[config.mk]
export PLATFORM = sky130hd
export DESIGN_NAME = tile_mover
export DESIGN_NICKNAME = d
export VERILOG_FILES = /design/src/rtl/tile_map_pkg.sv /design/src/rtl/tile_mover_passable.sv /design/src/rtl/tile_mover.sv
export SDC_FILE = /design/constraint.sdc
export NUM_CORES = 1
export LEC_CHECK = 0
export BUFFER_PORTS_ARGS = -buffer_cell sky130_fd_sc_hd__buf_2
export CORE_MARGIN = 2
export CORE_UTILIZATION = 57
export DETAILED_ROUTE_END_ITERATION = 8
export PLACE_DENSITY = 0.8
export REMOVE_ABC_BUFFERS = 1
export SLEW_MARGIN = 20
export SYNTH_ARGS = -nofsm -noshare
export SYNTH_HDL_FRONTEND = slang
export SYNTH_SLANG_ARGS = --single-unit
[constraint.sdc]
create_clock -name clk -period 5.2 [get_ports clk]
set_clock_uncertainty 0.15 [all_clocks]
set_input_delay 0.26 -clock clk [delete_from_list [all_inputs] [get_ports clk]]
set_output_delay 0.26 -clock clk [all_outputs]
set_load 0.02 [all_outputs]
[src/rtl/tile_map_pkg.sv]
// tile_map_pkg: direction/tile codes, map limits and the tile classifier shared by the mover and pixel generator
package tile_map_pkg;

    typedef enum logic [1:0] {DIR_UP, DIR_DOWN, DIR_LEFT, DIR_RIGHT} dir_e;
    typedef enum logic [1:0] {TILE_PATH, TILE_BLOCK, TILE_WATER} tile_e;
    typedef enum logic [1:0] {IDLE, ARMED, EVAL, COOL} mover_state_e;

    localparam int HMAX_TILE = 9;
    localparam int VMAX_TILE = 5;

    // Every third column is water; otherwise every fourth row is a wall
    function automatic tile_e tile_class(input logic [3:0] h, input logic [3:0] v);
        return (h % 4'd3 == 4'd0) ? TILE_WATER : (v[1:0] == 2'b00) ? TILE_BLOCK : TILE_PATH;
    endfunction

endpackage

[src/rtl/tile_mover_passable.sv]
// tile_passable: combinational passability of a tile; TILE_MOVER_SWIM_EN makes water passable
module tile_passable
    import tile_map_pkg::*;
(
    input  logic [3:0] h,
    input  logic [3:0] v,
    output logic       pass
);

    tile_e cls;

    assign cls = tile_class(h, v);
`ifdef TILE_MOVER_SWIM_EN
    assign pass = cls != TILE_BLOCK;
`else
    assign pass = cls == TILE_PATH;
`endif

endmodule

[src/rtl/tile_mover.sv]
// tile_mover: captures key pulses, validates the move against the tile map and commits it on frame_start,
// then waits a number of frames before accepting the next key (water passable when TILE_MOVER_SWIM_EN)
module tile_mover
    import tile_map_pkg::*;
#(
    parameter int HMAX            = HMAX_TILE,
    parameter int VMAX            = VMAX_TILE,
    parameter int START_H         = 1,
    parameter int START_V         = 1,
    parameter int COOLDOWN_FRAMES = 4
) (
    input  logic       clk,
    input  logic       rst,
    input  logic       frame_start,
    input  logic       key_up,
    input  logic       key_down,
    input  logic       key_left,
    input  logic       key_right,
    output logic [3:0] cur_ah,
    output logic [3:0] cur_av,
    output logic       moved,
    output logic       blocked
);

    mover_state_e state_q, state_d;
    dir_e         pend_q, pend_d;
    logic [7:0]   cnt_q, cnt_d;
    logic [3:0]   ah_q, ah_d, av_q, av_d;
    logic         moved_q, moved_d, blocked_q, blocked_d;
    logic         any_key, capture, in_range, pass, ok, commit;
    dir_e         key_dir;
    logic [4:0]   th, tv;

    assign any_key = key_up | key_down | key_left | key_right;
    assign key_dir = key_up ? DIR_UP : key_down ? DIR_DOWN : key_left ? DIR_LEFT : DIR_RIGHT;
    assign capture = any_key && (state_q == IDLE || (state_q == ARMED && !frame_start));

    // A step below zero shows up as bit 4 set, so no wrap-around is possible
    assign th = {1'b0, ah_q} + (pend_q == DIR_RIGHT ? 5'd1 : pend_q == DIR_LEFT ? 5'h1f : 5'd0);
    assign tv = {1'b0, av_q} + (pend_q == DIR_DOWN ? 5'd1 : pend_q == DIR_UP ? 5'h1f : 5'd0);
    assign in_range = !th[4] && !tv[4] && th <= 5'(HMAX) && tv <= 5'(VMAX);
    assign ok = in_range && pass;
    assign commit = state_q == EVAL && ok;

    tile_passable u_pass (
        .h    (th[3:0]),
        .v    (tv[3:0]),
        .pass (pass)
    );

    // State and datapath registers; reset abandons any pending move
    always_ff @(posedge clk) begin
        if (rst) begin
            state_q   <= IDLE;
            pend_q    <= DIR_UP;
            cnt_q     <= '0;
            ah_q      <= 4'(START_H);
            av_q      <= 4'(START_V);
            moved_q   <= 1'b0;
            blocked_q <= 1'b0;
        end else begin
            state_q   <= state_d;
            pend_q    <= pend_d;
            cnt_q     <= cnt_d;
            ah_q      <= ah_d;
            av_q      <= av_d;
            moved_q   <= moved_d;
            blocked_q <= blocked_d;
        end
    end

    // Next-state: a key arms, frame_start evaluates, cooldown drains on frame_start
    always_comb begin
        state_d = state_q;
        case (state_q)
            IDLE:    state_d = any_key ? ARMED : IDLE;
            ARMED:   state_d = frame_start ? EVAL : ARMED;
            EVAL:    state_d = COOLDOWN_FRAMES > 0 ? COOL : IDLE;
            default: state_d = (frame_start && cnt_q == 8'd1) ? IDLE : COOL;
        endcase
    end

    // Outputs and datapath: latest key wins, position and pulses update from EVAL
    always_comb begin
        pend_d    = capture ? key_dir : pend_q;
        cnt_d     = state_q == EVAL ? 8'(COOLDOWN_FRAMES) : (state_q == COOL && frame_start) ? cnt_q - 8'd1 : cnt_q;
        ah_d      = commit ? th[3:0] : ah_q;
        av_d      = commit ? tv[3:0] : av_q;
        moved_d   = commit;
        blocked_d = state_q == EVAL && !ok;
    end

    assign cur_ah  = ah_q;
    assign cur_av  = av_q;
    assign moved   = moved_q;
    assign blocked = blocked_q;

endmodule
==> Word level (Yosys, flattened, before mapping) <==
Cells that the tools add are included.
{ "classes": {"add_sub_neg": 3, "div_mod_pow": 1, "magnitude_cmp": 2, "n_eq_ne": 7, "muxes": 15, "bitwise": 3, "reduce_logical": 22} }
{ "op_table": {"columns": ["operator", "n"], "rows": [
  ["$mux W5", 4],
  ["$add A4 B5 Y5", 2],
  ["$logic_and A1 B1 Y1", 10],
  ["$mux W2", 5],
  ["$eq A2 B2 Y1 const B", 4],
  ["$eq A8 B1 Y1 const B", 1],
  ["$logic_not A2 Y1", 4],
  ["$sub A8 B1 Y8 const B", 1],
  ["$mux W3", 2],
  ["$pmux W2 S3", 1],
  ["$le A5 B3 Y1 const B", 1],
  ["$le A5 B4 Y1 const B", 1],
  ["$eq A2 B1 Y1 const B", 2],
  ["$logic_not A1 Y1", 4],
  ["$logic_not A4 Y1", 1],
  ["$mod A4 B2 Y4 const B", 1],
  ["$mux W1", 3],
  ["$or A1 B1 Y1", 3],
  ["$reduce_bool A2 Y1", 1],
  ["$reduce_or A2 Y1", 1],
  ["$logic_or A1 B1 Y1", 1]
]} }
{ "word_totals": {"reg_bits": 22, "input_bits": 7, "output_inout_bits": 10, "wordCells": 61} }

==> Logic depth before layout (Yosys ltp) <==
{ "logic_depth": {"word_depth": 11, "mapped_depth": 19, "depth_no_buf": 19} }

==> Cells and area by module <==
From an unflattened synthesis, not the netlist that was laid out.
{ "unflattened": {"hier_cells": 177, "area_unflattened_um2": 1547.7} }
{ "by_module_without_submodules": {"columns": ["mod", "instances", "cells_per_inst", "area_per_inst_um2", "seq_area_each_um2"], "rows": [
  ["tile_mover", 1, 146, 1330.0, 440.4],
  ["tile_passable", 1, 31, 217.7, 0.0]
]} }

==> Least setup slack after synthesis <==
No wires, ideal clock.
{ "synth_timing": {"path_kind": "register to register", "startpoint": "register pend_q[1]", "endpoint": "register ah_q[2], in the netlist cur_ah[2]", "setup_ns": 0.123, "arrival_time_ns": 3.450, "required_time_ns": 4.927, "slack_ns": 1.477, "path_stages_with_launch": 20, "path_buffers": 1, "synth_period_minus_slack_ns": 3.723, "path_cell_list": "dfxtp_1 -> dlygate4sd1_1 -> ha_1 -> ha_1 -> nor2_1 -> mux2i_2 -> xor2_2 -> nor2_1 -> ha_1 -> inv_1 -> ha_1 -> o311ai_0 -> o21ai_0 -> ha_1 -> nor2b_1 -> nand2_1 -> a21oi_1 -> a22o_4 -> nor3_1 -> mux2_1"} }
{ "synth_via": {"elab_chain_len": 10, "word_cells_on_any_way": 25, "cone_classes": "2 x add/sub; 1 x div; 2 x order compare; 3 x eq/ne; 6 x mux; 11 x reduce/logical"} }
{ "synth_lines": {"columns": ["element", "line_no", "rtl"], "rows": [
  ["start: declaration", "tile_mover.sv:26", "dir_e pend_q, pend_d;"],
  ["start signal: assignment", "tile_mover.sv:63", "pend_q <= pend_d;"],
  ["$eq A2 B2 Y1 or $logic_not A2 Y1 (tied branches)", "tile_mover.sv:39, tile_mover.sv:40", null],
  ["$mux W5 (on tied branches) (2 in series)", "tile_mover.sv:39, tile_mover.sv:40", null],
  ["$add A4 B5 Y5 (on tied branches)", "tile_mover.sv:39, tile_mover.sv:40", null],
  ["$mod A4 B2 Y4, or another cell as far along", "tile_map_pkg.sv:13", "return (h % 4'd3 == 4'd0) ? TILE_WATER : (v[1:0] == 2'b00) ? TILE_BLOCK : TILE_PATH;"],
  ["$logic_not A4 Y1, or another cell as far along", "tile_map_pkg.sv:13", null],
  ["$mux W2 or $logic_and A1 B1 Y1 (tied branches)", "tile_map_pkg.sv:13, tile_mover.sv:41", null],
  ["$logic_not A2 Y1 or $logic_and A1 B1 Y1 (tied branches)", "tile_mover_passable.sv:16, tile_mover.sv:41", null],
  ["$logic_and A1 B1 Y1", "tile_mover.sv:42", "assign ok = in_range && pass;"],
  ["$logic_and A1 B1 Y1", "tile_mover.sv:43", "assign commit = state_q == EVAL && ok;"],
  ["end signal: assignment", "tile_mover.sv:57", "ah_q <= 4'(START_H);"],
  ["end signal: assignment", "tile_mover.sv:65", "ah_q <= ah_d;"],
  ["end: declaration", "tile_mover.sv:28", "logic [3:0] ah_q, ah_d, av_q, av_d;"]
]} }
Several ways; a longest one is shown, not always the timed one.
A chain may end at the register's enable or synchronous reset.

==> Final worst setup path <==
Same ends and word-level chain as after synthesis.

==> metrics.txt <==
most common library cells after synthesis=25 x nor2_1, 22 x dfxtp_1, 12 x a21oi_1; Boundary Pins=17; Seq/Total Area, Yosys=0.300; CP Cell Sequence=nand2b_4 -> xnor2_1 -> ha_1 -> nor2_1 -> mux2i_2 -> xor2_2 -> nor2_1 -> ha_1 -> inv_1 -> ha_1 -> o311ai_0 -> o21ai_0 -> ha_1 -> nor2b_1 -> nand2_1 -> a21oi_1 -> a22o_4 -> nor3_1 -> mux2_1; clock root cell=clkbuf_4; DP HPWL=2.28 mm; Synth Instances=168; Setup Crit Path Kind=reg2reg; final WL=2.87 mm; pin count of the biggest net entering global routing=19; Starting DRT DRC Count=14; largest family of logic cells by synthesized area=simple AND/OR/NAND/NOR gates; Die H=54.7 µm; worst endpoint data arrival time=4140 ps; number of synthesis warnings=0; most common cell in the synthesized netlist=nor2_1; post-cts resize count=0; Fin Hold WS=89.4 ps; setup violators final=0; clock sink count=22; Peak Freq=245 MHz; routed via count=1245; CTS tree=built; WL/cell=13.4 µm; fin nets=204; drt via density=5.82; Post-Syn Area=1470 µm²; Total Routing Usage GR=0.209; layout cells sized above 1=0.174; setup TNS=0 ps; maximum vdd ir drop=211 µV; Post-Synth XOR/XNOR Area=0.0818; FF/Latch Area=440 µm²; total setup buffers inserted after CTS=0; Initial Util=0.598; Synth cell types=49; CP endpoint kind=flip-flop; EDFF count, synth=0; hold_sp=key_down; critical path startpoint category=flip-flop; routability cong.=0.827; Die Wd=54.7 µm; multi-input logic area=977 µm²; Final period util=0.786; Fillers=210; Clock Path Buffers=2; Min Clock Period, post-route=4090 ps; largest stage delay on the critical path=490 ps; adder-cell share of the synthesized area=0.107; r2r startpoint=pend_q[1]$_SDFFE_PP0P_; worst slew pin tran=637 ps; GRT overflow=0; FFs w/ async S/R, synth=0; core area=2450 µm²; clk_lat worst skew=310 ps; Leakage=0.655 nW; number of CTS-inserted buffers=3; slew margin rel.=0.570; I/O Buffers=16; diodes inserted=0; max-slew violations=0; vias in the first global route=1110; post-synth top area share=0.300; Worst path slowest cell=dfxtp_1; first-pass GRT wire length=4.41 mm; RSZ-0062 raised after global routing=no; ys flop type=dfxtp_1; initial antenna violation count=0; Area contributors post-synth=dfxtp_1 30%, ha_1 9.4%, nor2_1 6.4%; Seq cells post-synth=22; power per cell area=255 nW/µm²; Hold Path Class=in2reg; mux share of post-synthesis cell area=0.0452; simple-gate share of the synthesized area=0.234; H-tree depth=1; status=completed; area leader, netlist=dfxtp_1; Fin. Hold Viols=0; Reg clk slew, reported paths=120 ps; Compound-Gate Fraction of Synth Area=0.197; critical path fanouts, max=8; CP most frequent cell=ha_1; Pre-Repair DR Iteration Count=4; worst endpoint required time=5260 ps; Syn-to-layout area delta=10.2%; Avg Cell Area, Syn=8.74 µm²; Rows=18; Die ar.=3000 µm²; drt drc=0; Routed Antenna Nets=0; Max-Cap Viols=0; critical path launch point=pend_q[1]$_SDFFE_PP0P_; hold_buf cts=0
routing by layer:
layer  GRT usage  wire length (µm)  vias to the layer above
met3      0.0301                43                        4
met4       0.121                53                        0
li1            -                 -                      634
met5           0                 0                        -
met1       0.211              1220                      597
met2       0.399              1550                       10
cell families after synthesis:
| logic type | Yosys count |
|---|---|
| DFF | 22 |
| muxes | 6 |
| xor gates and xnor gates | 12 |
| adders and majority gates | 12 |
| buffers and inverters | 12 |
| AOI/OAI and AO/OA | 38 |
| and+or+nand+nor | 66 |
metrics by stage:
step                      power, W  std cells  worst slack, ps  area [µm²]  utilization
after detailed placement  0.000285        210             1160        1570        0.638
after CTS                 0.000415        214             1140        1620        0.659
after floorplan           0.000262        164             1580        1450            -
final                     0.000413        214             1110        1620        0.659
after global placement    0.000279        210             1420        1570        0.638
after global routing      0.000430        214              830        1620        0.659
registers in the layout, indices dropped and copies added, names as in the netlist:
signal,flops
moved,1
cur_ah,4
blocked,1
cnt_q,8
cur_av,4
state_q,2
pend_q,2
worst max-delay path: cells and delay by family, from the launching register on:
kind | cells | cell delay, ps
buffers and inverters | 1 | 60
flip-flops | 1 | 490
AND/OR/NAND/NOR | 6 | 550
XOR/XNOR | 2 | 510
AO/OA/AOI/OAI | 4 | 710
adder cells (fa/ha/maj) | 4 | 960
multiplexers | 2 | 550
layout make-up:
class                   instances  area share
clock inverters                 1      0.0186
repair buffers                 16      0.0495
clock buffers                   3      0.0139
inverters                       8      0.0186
flip-flops and latches         22       0.272
well taps                      30      0.0232
multi-input cells             134       0.604
cells in the final DEF, fill, tap and decap left out, drive strengths merged, types with 3 or more instances in the layout:
cell,n
nor2,25
o21ai,6
dfxtp,22
inv,8
nor2b,3
nor3,3
xor2,3
a21oi,12
ha,11
nand2b,5
nor4,3
a211oi,3
mux2i,4
or3,3
clkbuf,3
nand3,3
and3,3
nand2,9
buf,16
xnor2,9
worst paths after layout:
path / to / slack, ps / depth (start not counted)
max: cur_ah[2]$_SDFFE_PP0P_ / 1110 / 19
min: pend_q[1]$_SDFFE_PP0P_ / 90 / 3
max reg2reg: cur_ah[2]$_SDFFE_PP0P_ / 1110 / 19
min reg2reg: pend_q[0]$_SDFFE_PP0P_ / 350 / 2
power breakdown:
part,internal [W],switching (W),total (W)
Combinational,0.0000430,0.0000583,0.000101
Clock,0.0000779,0.0000537,0.000132
Sequential,0.000174,0.00000633,0.000180
Total,0.000295,0.000118,0.000413
Power figures use the tool's default switching activity.
